`config.mk`:
```
export PLATFORM = sky130hd
export DESIGN_NAME = can_receiver
export DESIGN_NICKNAME = d
export VERILOG_FILES = /design/src/rtl/can_receiver.sv
export SDC_FILE = /design/constraint.sdc
export NUM_CORES = 1
export LEC_CHECK = 0
export ABC_AREA = 1
export BUFFER_PORTS_ARGS = -buffer_cell sky130_fd_sc_hd__buf_2
export CORE_MARGIN = 5
export CORE_UTILIZATION = 50
export CTS_CLUSTER_DIAMETER = 200
export DETAILED_ROUTE_END_ITERATION = 6
export HOLD_SLACK_MARGIN = 0.03
export PLACE_DENSITY = 0.81
export RECOVER_POWER = 50
export SETUP_SLACK_MARGIN = 0.3
export SYNTH_ARGS = -nofsm -noshare
export SYNTH_HDL_FRONTEND = slang
export SYNTH_SLANG_ARGS = --single-unit
export TNS_END_PERCENT = 100
```
`constraint.sdc`:
```
create_clock -name clk -period 1.5 [get_ports clk]
set_input_delay 0.45 -clock clk [delete_from_list [all_inputs] [get_ports clk]]
set_output_delay 0.45 -clock clk [all_outputs]
set_load 0.01 [all_outputs]
```
`src/rtl/can_receiver.sv`:
```
// CAN frame receiver: decodes de-stuffed bus bits into ID, control and data fields.
// Extended (29-bit ID) frame decoding is enabled by defining CAN_RX_EXT_ID_EN.
module can_receiver (
  input  logic             clk,
  input  logic             rst_n,
  input  logic             rx_bit_curr,
  input  logic             sample_point,
  input  logic             remove_stuff_bit,
  output logic [7:0][7:0]  rx_data_array,
  output logic             rx_done_flag,
  output logic [10:0]      rx_id_std,
  output logic [17:0]      rx_id_ext,
  output logic             rx_ide,
  output logic [3:0]       rx_dlc,
  output logic             rx_remote_req
);

  localparam int unsigned ID_STD_W  = 11;
  localparam int unsigned DLC_W     = 4;
  localparam int unsigned CRC_W     = 15;
  localparam int unsigned EOF_W     = 7;
  localparam int unsigned CNT_W     = 5;
  localparam int unsigned MAX_BYTES = 8;
`ifdef CAN_RX_EXT_ID_EN
  localparam int unsigned ID_EXT_W  = 18;
`endif

  typedef enum logic [3:0] {
    IDLE, ID_STD, SRR_RTR, IDE, ID_EXT, RTR_EXT, R1, R0,
    DLC, DATA, CRC, CRC_DELIM, ACK, ACK_DELIM, EOF
  } state_t;

  state_t             state;
  logic               sp_q;
  logic [CNT_W-1:0]   bit_cnt;
  logic [DLC_W-1:0]   byte_idx;
  logic [DLC_W-1:0]   byte_num;
  logic               bit_evt;
  logic [DLC_W-1:0]   dlc_next;

  // One event per rising edge of the sample strobe; stuff bits are dropped.
  assign bit_evt  = sample_point & ~sp_q & ~remove_stuff_bit;
  assign dlc_next = {rx_dlc[DLC_W-2:0], rx_bit_curr};

`ifndef CAN_RX_EXT_ID_EN
  assign rx_id_ext = '0;
`endif

  always_ff @(posedge clk or negedge rst_n) begin
    if (!rst_n) begin
      state         <= IDLE;
      sp_q          <= 1'b0;
      bit_cnt       <= '0;
      byte_idx      <= '0;
      byte_num      <= '0;
      rx_data_array <= '0;
      rx_done_flag  <= 1'b0;
      rx_id_std     <= '0;
      rx_ide        <= 1'b0;
      rx_dlc        <= '0;
      rx_remote_req <= 1'b0;
`ifdef CAN_RX_EXT_ID_EN
      rx_id_ext     <= '0;
`endif
    end else begin
      sp_q <= sample_point;
      if (bit_evt) begin
        case (state)
          IDLE: if (!rx_bit_curr) begin
            state         <= ID_STD;
            rx_done_flag  <= 1'b0;
            rx_data_array <= '0;
            bit_cnt       <= '0;
            byte_idx      <= '0;
            byte_num      <= '0;
`ifdef CAN_RX_EXT_ID_EN
            rx_id_ext     <= '0;
`endif
          end
          ID_STD: begin
            rx_id_std <= {rx_id_std[ID_STD_W-2:0], rx_bit_curr};
            if (bit_cnt == CNT_W'(ID_STD_W - 1)) begin
              bit_cnt <= '0;
              state   <= SRR_RTR;
            end else begin
              bit_cnt <= bit_cnt + CNT_W'(1);
            end
          end
          SRR_RTR: begin
            rx_remote_req <= rx_bit_curr;
            state         <= IDE;
          end
          IDE: begin
            rx_ide <= rx_bit_curr;
`ifdef CAN_RX_EXT_ID_EN
            state  <= rx_bit_curr ? ID_EXT : R0;
`else
            // Extended frames are not supported in this build: abandon the frame.
            state  <= rx_bit_curr ? IDLE : R0;
`endif
          end
`ifdef CAN_RX_EXT_ID_EN
          ID_EXT: begin
            rx_id_ext <= {rx_id_ext[ID_EXT_W-2:0], rx_bit_curr};
            if (bit_cnt == CNT_W'(ID_EXT_W - 1)) begin
              bit_cnt <= '0;
              state   <= RTR_EXT;
            end else begin
              bit_cnt <= bit_cnt + CNT_W'(1);
            end
          end
          RTR_EXT: begin
            rx_remote_req <= rx_bit_curr;
            state         <= R1;
          end
          R1: state <= R0;
`endif
          R0: state <= DLC;
          DLC: begin
            rx_dlc <= dlc_next;
            if (bit_cnt == CNT_W'(DLC_W - 1)) begin
              bit_cnt  <= '0;
              byte_idx <= '0;
              byte_num <= (dlc_next > DLC_W'(MAX_BYTES)) ? DLC_W'(MAX_BYTES) : dlc_next;
              state    <= (dlc_next == '0 || rx_remote_req) ? CRC : DATA;
            end else begin
              bit_cnt <= bit_cnt + CNT_W'(1);
            end
          end
          DATA: begin
            rx_data_array[byte_idx[2:0]] <= {rx_data_array[byte_idx[2:0]][6:0], rx_bit_curr};
            if (bit_cnt == CNT_W'(7)) begin
              bit_cnt  <= '0;
              byte_idx <= byte_idx + DLC_W'(1);
              if (byte_idx + DLC_W'(1) == byte_num) state <= CRC;
            end else begin
              bit_cnt <= bit_cnt + CNT_W'(1);
            end
          end
          CRC: begin
            if (bit_cnt == CNT_W'(CRC_W - 1)) begin
              bit_cnt <= '0;
              state   <= CRC_DELIM;
            end else begin
              bit_cnt <= bit_cnt + CNT_W'(1);
            end
          end
          CRC_DELIM: state <= rx_bit_curr ? ACK : IDLE;
          ACK:       state <= ACK_DELIM;
          ACK_DELIM: state <= rx_bit_curr ? EOF : IDLE;
          EOF: begin
            // Any dominant EOF bit is a form error: drop back without flagging done.
            if (!rx_bit_curr) begin
              bit_cnt <= '0;
              state   <= IDLE;
            end else if (bit_cnt == CNT_W'(EOF_W - 1)) begin
              bit_cnt      <= '0;
              rx_done_flag <= 1'b1;
              state        <= IDLE;
            end else begin
              bit_cnt <= bit_cnt + CNT_W'(1);
            end
          end
          default: state <= IDLE;
        endcase
      end
    end
  end

endmodule

```
==> Yosys cells after proc, flatten, opt, wreduce, memory -nomap -nowiden <==
Index checks and enable logic that the tools add are counted.
{ "word_totals": {"output_inout_bits": 100, "inputBits": 5, "regBits": 100} }
{ "op_classes": {"bitwise_logic": 4, "mux": 39, "reduce_logical": 19, "eq_ne": 26, "n_addsub": 2, "n_lt_le_gt_ge": 3} }
{ "ops": {"columns": ["op", "count"], "rows": [
  ["$pmux 64 s2", 1],
  ["$bwmux 64", 1],
  ["$mux 64", 1],
  ["$mux 4", 15],
  ["$pmux 4 s12", 1],
  ["$mux 5", 7],
  ["$pmux 5 s6", 1],
  ["$eq 4x4->1 const B", 7],
  ["$bmux 8 s3", 1],
  ["$demux 8 s3", 1],
  ["$ne 2x2->1 const B", 8],
  ["$pmux 4 s3", 1],
  ["$eq 5x3->1 const B", 2],
  ["$eq 5x4->1 const B", 2],
  ["$reduce_and 5->1", 2],
  ["$eq 4x2->1 const B", 2],
  ["$logic_not 4->1", 2],
  ["$mux 8", 1],
  ["$pmux 4 s2", 1],
  ["$reduce_and 2->1", 4],
  ["$reduce_and 8->1", 1],
  ["$mux 7", 1],
  ["$reduce_and 3->1", 2],
  ["$reduce_bool 2->1", 3],
  ["21 further kinds", 25]
]} }

==> Depth between registers and ports, before layout <==
{ "logic_depth": {"word_depth": 6, "mapped_depth": 11, "depth_no_buf": 11} }

==> Worst setup path after synthesis <==
No wires, ideal clock.
{ "synth_timing": {"kind": "input to register", "start": "input remove_stuff_bit", "end": "register state[3]", "t_arrival_ns": 1.501, "n_path_buf": 0, "path_stages": 8, "required_time_ns": 1.383, "slack_ns": -0.118, "cell_sequence": "nor3_4 > nand2_1 > clkinv_2 > nand3_1 > nor2_2 > nand2_1 > nand2_1 > nand2_1"} }
{ "synth_between": {"elab_chain_len": 3} }
{ "synth_lines": {"columns": ["item", "line_no", "text"], "rows": [
  ["start, declared", "8", "input logic remove_stuff_bit,"],
  ["$not 1->1", "42", "assign bit_evt = sample_point & ~sp_q & ~remove_stuff_bit;"],
  ["$and 1x1->1", "42", null],
  ["$reduce_and 8->1 (no source line)", null, null],
  ["end signal, assigned", "99", "state <= rx_bit_curr ? IDLE : R0;"],
  ["end signal, assigned", "125", "state <= (dlc_next == '0 || rx_remote_req) ? CRC : DATA;"],
  ["end signal, assigned", "148", "CRC_DELIM: state <= rx_bit_curr ? ACK : IDLE;"],
  ["end, declared", "33", "state_t state;"]
]} }
Every way passes these cells.
A chain may end at the register's enable or synchronous reset.

==> Worst setup path after layout <==
{ "layout_timing": {"start": "register bit_cnt[0]", "end": "register state[1]"} }
{ "layout_between": {"elab_chain_len": 3} }
{ "layout_lines": {"columns": ["item", "line_no", "text"], "rows": [
  ["start, declared", "35", "logic [CNT_W-1:0] bit_cnt;"],
  ["start signal, assigned", "86", "bit_cnt <= bit_cnt + CNT_W'(1);"],
  ["start signal, assigned", "127", "bit_cnt <= bit_cnt + CNT_W'(1);"],
  ["start signal, assigned", "137", "bit_cnt <= bit_cnt + CNT_W'(1);"],
  ["$eq 5x3->1 (tied with other cells)", "156", "end else if (bit_cnt == CNT_W'(EOF_W - 1)) begin"],
  ["$ne 3x3->1 (no source line) / $ne 2x2->1 (equally long branches)", null, null],
  ["$reduce_and 8->1 (no source line) (*)", null, null],
  ["end signal, assigned", "125", null],
  ["end signal, assigned", "148", null],
  ["end signal, assigned", "150", "ACK_DELIM: state <= rx_bit_curr ? EOF : IDLE;"]
]} }
Mark *: on every way between the ends. The rest lies on a longest branch, timed or not.

==> impl_metrics.yaml <==
setup_path:
  cpMaxStageDelayCell: "dfrtp_1"
  worstSetupPathType: "reg -> reg"
  cp_cell_sequence: "inv_2 > ha_1 > inv_1 > nor2_2 > nand2_1 > nand2_2 > nand3_2 > nor2_4 > nand2_2 > nand2_1 > nand2_1"
  r2r-end: "state[1]"
  end_kind: "register"
  reg2reg_depth: 11
  critPathMaxStageDelay_ps: 400
  cp-start-kind: "register"
  timing.rr.start: "bit_cnt[0]"
  critPathMaxFanout: 5
  cpMostUsedCell: "nand2_1"
  required_ps: 1770
  crit_arrival_ps: 1980
  r2r_slack_ps: -210
power_and_ir_drop:
  clkPwrFrac_pct: 24.7
  report.power.total_uw: 8330
  p_int_uw: 5300
  pwr_density_cell_nw_per_um2: 1000
  leakage_uw: 0.00407
  seq_power_share_pct: 37.4
  power.switching_uw: 3030
  vdd_drop_max_v: 0.000989
  swShare_pct: 36.3
  p_comb_share_pct: 38.0
timing:
  period_minus_slack_ps: 1710
  rsz0062_at_grt: "yes"
  setup_viol: 96
  hold_viol: 0
  finClkSkew_ps: 17.0
  drv_slew: 0
  setup_tns_ps: -13430
  fmax_mhz: 584
  setup_ws_ps: -213
  post-route-period-util_pct: 114
cts:
  clk_pin_slew_ps: 100
  cts_buffers: 9
  cts_sinks: 100
  cts_max_path_buffers: 2
  clk_latency_ps: 380
  root_buffer: "clkbuf_8"
  cts_tree: "yes"
  htree_levels: 3
synthesis:
  ys_warn_count: 0
  synth_area_um2: 5190
  synthFlopType: "dfrtp_1"
  synth-edff-count: 0
  synth_area_per_cell_um2: 9.00
  ys_seq_area_share_pct: 48.2
  yosysUniqueCellTypes: 34
  async_flop_share_pct: 100
  syn_inst: 577
  ys_seq_elements: 100
final_layout:
  syn_to_final_growth_pct: 59.6
  n_antenna_cell: 0
  fin_cells: 992
  final_util_pct: 81.0
  mostFrequentLayoutCell: "buf_4"
  final_cell_mix: "buf_4 (155), dfrtp_1 (97), nand3_1 (84)"
  nNetsFinal: 859
  final_layout_size_suffix_gt1_share_pct: 58.5
drt:
  routedWlPerCell_um: 19.9
  top_layer_used: "met4"
  viasPerCell: 5.78
  met3_length_um: 1280
  drc: 2
  routed-wl-met2_um: 10400
  firstDrtPassIters: 7
  drt-met1-wl_um: 6970
  drtIter0Drc: 574
  ant_nets: 0
  vias: 5730
  wl_um: 19700
global_routing:
  grt_pass1_wl_um: 26300
  antenna_found_initial: 0
  overflow: 0
  grt_usage_pct: 25.3
  grt_pass1_vias: 5313
  grt_max_degree: 35
floorplanning:
  initial_core_util_pct: 50.8
  pin_count: 105
  num_rows: 37
  dieArea_um2: 12500
  die_w_um: 112
  coreArea_um2: 10200
  die_h_um: 112
min_path:
  min_path_type: "in -> reg"
  hold_depth: 1
  hold_path_end: "sp_q"
  min_from: "sample_point"
job:
  max-cap-violations: 0
place:
  port_buffers: 86
  dp_cells: 840
  place_congestion: 0.869
  hpwl_um: 9060
run_status:
  violations: "DRC, setup timing"
  status: "complete, but fails checks"
[routing by layer]
layer  vias to the layer above  GRT usage (%)
li1                       2441              -
met2                       396           45.0
met4                         0           8.81
met5                         -              0
met1                      2770           30.7
met3                       123           4.78
[power groups by stage]
stage | Combinational [uW] | Sequential, uW | Clock, uW
floorplan | 1070 | 3160 | 0
global placement | 1830 | 3120 | 0
detailed placement | 1910 | 3130 | 0
CTS | 2500 | 3070 | 1990
global route | 3320 | 3120 | 2180
finish | 3160 | 3110 | 2050
[final cells by class]
class | count | area [um^2]
flip-flops and latches | 100 | 2510
inverters | 35 | 169
repair buffers | 280 | 2250
clock inverters | 7 | 103
repair inverters | 1 | 8.76
clock buffers | 9 | 124
well taps | 136 | 170
multi-input cells | 424 | 2960
fillers | 512 | 1940
[through the flow]
| step | hold WS [ps] | worst slack [ps] | cell area [um^2] |
|---|---|---|---|
| after floorplan | 154 | -49.0 | 5360 |
| after global placement | 342 | -152 | 6200 |
| after detailed placement | 340 | -184 | 6200 |
| after CTS | 244 | -112 | 7630 |
| after global routing | 276 | -305 | 8290 |
| final | 284 | -213 | 8290 |
[Yosys cell counts, types with 2 or more instances]
library cell / count / area share (%)
o211ai_1: 2 / 0.29
inv_2: 5 / 0.36
o21ai_0: 15 / 1.4
nand3_1: 95 / 9.2
a21oi_1: 5 / 0.48
o21ai_4: 8 / 2.5
buf_6: 9 / 2.0
ha_1: 3 / 0.72
o21ai_1: 17 / 1.6
mux2_1: 4 / 0.87
mux2_2: 4 / 0.87
buf_4: 19 / 2.7
clkbuf_1: 4 / 0.29
o21ai_2: 49 / 8.3
nor2_4: 4 / 0.87
nand2_1: 138 / 10
nor3_1: 2 / 0.19
nor2_2: 5 / 0.60
nor2_1: 25 / 1.8
nand2_4: 2 / 0.43
dfrtp_1: 100 / 48
buf_2: 6 / 0.58
nand4_1: 7 / 0.84
inv_1: 28 / 2.0
nand2_2: 12 / 1.4
[registers in the layout, indices dropped and copies added (netlist names)]
name           flops
bit_cnt            5
byte_idx           4
byte_num           4
rx_data_array     64
rx_dlc             4
rx_done_flag       1
rx_id_std         11
rx_ide             1
rx_remote_req      1
sp_q               1
state              4
[worst max path at each step]
stage                             from                 to  slack [ps]  depth (start not counted)
after floorplan           sample_point           state[3]         -50                          9
after global placement        state[1]         bit_cnt[4]        -150                          9
after detailed placement      state[0]         bit_cnt[4]        -180                          9
after CTS                     state[0]  rx_data_array[21]        -110                         10
after global routing        bit_cnt[0]           state[1]        -310                         11
final                       bit_cnt[0]           state[1]        -210                         11
[cells by family (layout without fill, tap and decap cells)]
group	after synthesis	count (layout)	synth area share, %
flip-flops	100	100	48.2
XOR/XNOR	2	2	0.337
multiplexers	8	8	1.73
buffers and inverters	73	332	8.36
AO/OA/AOI/OAI	98	100	14.9
other	1	18	0.0722
AND/OR/NAND/NOR	292	293	25.7
adder cells (fa/ha/maj)	3	3	0.723
[worst max-delay path, delay by kind of cell (launching register included)]
family / cells / cell delay [ps]
flops: 1 / 400
buf+inv: 2 / 120
simple gates: 8 / 890
fa+ha+maj: 1 / 170
[repair_timing]
item / 4_1_cts / 5_1_grt
hold endpoints to repair: 12 / 0
setup endpoints to repair: 181 / 181
gates cloned: 5 / 4
pin swaps: 25 / 22
buffers inserted: 91 / 35
gates resized for setup: 98 / 94
hold buffers: 1 / 0
No activity file was read; power rests on OpenSTA's default activity.
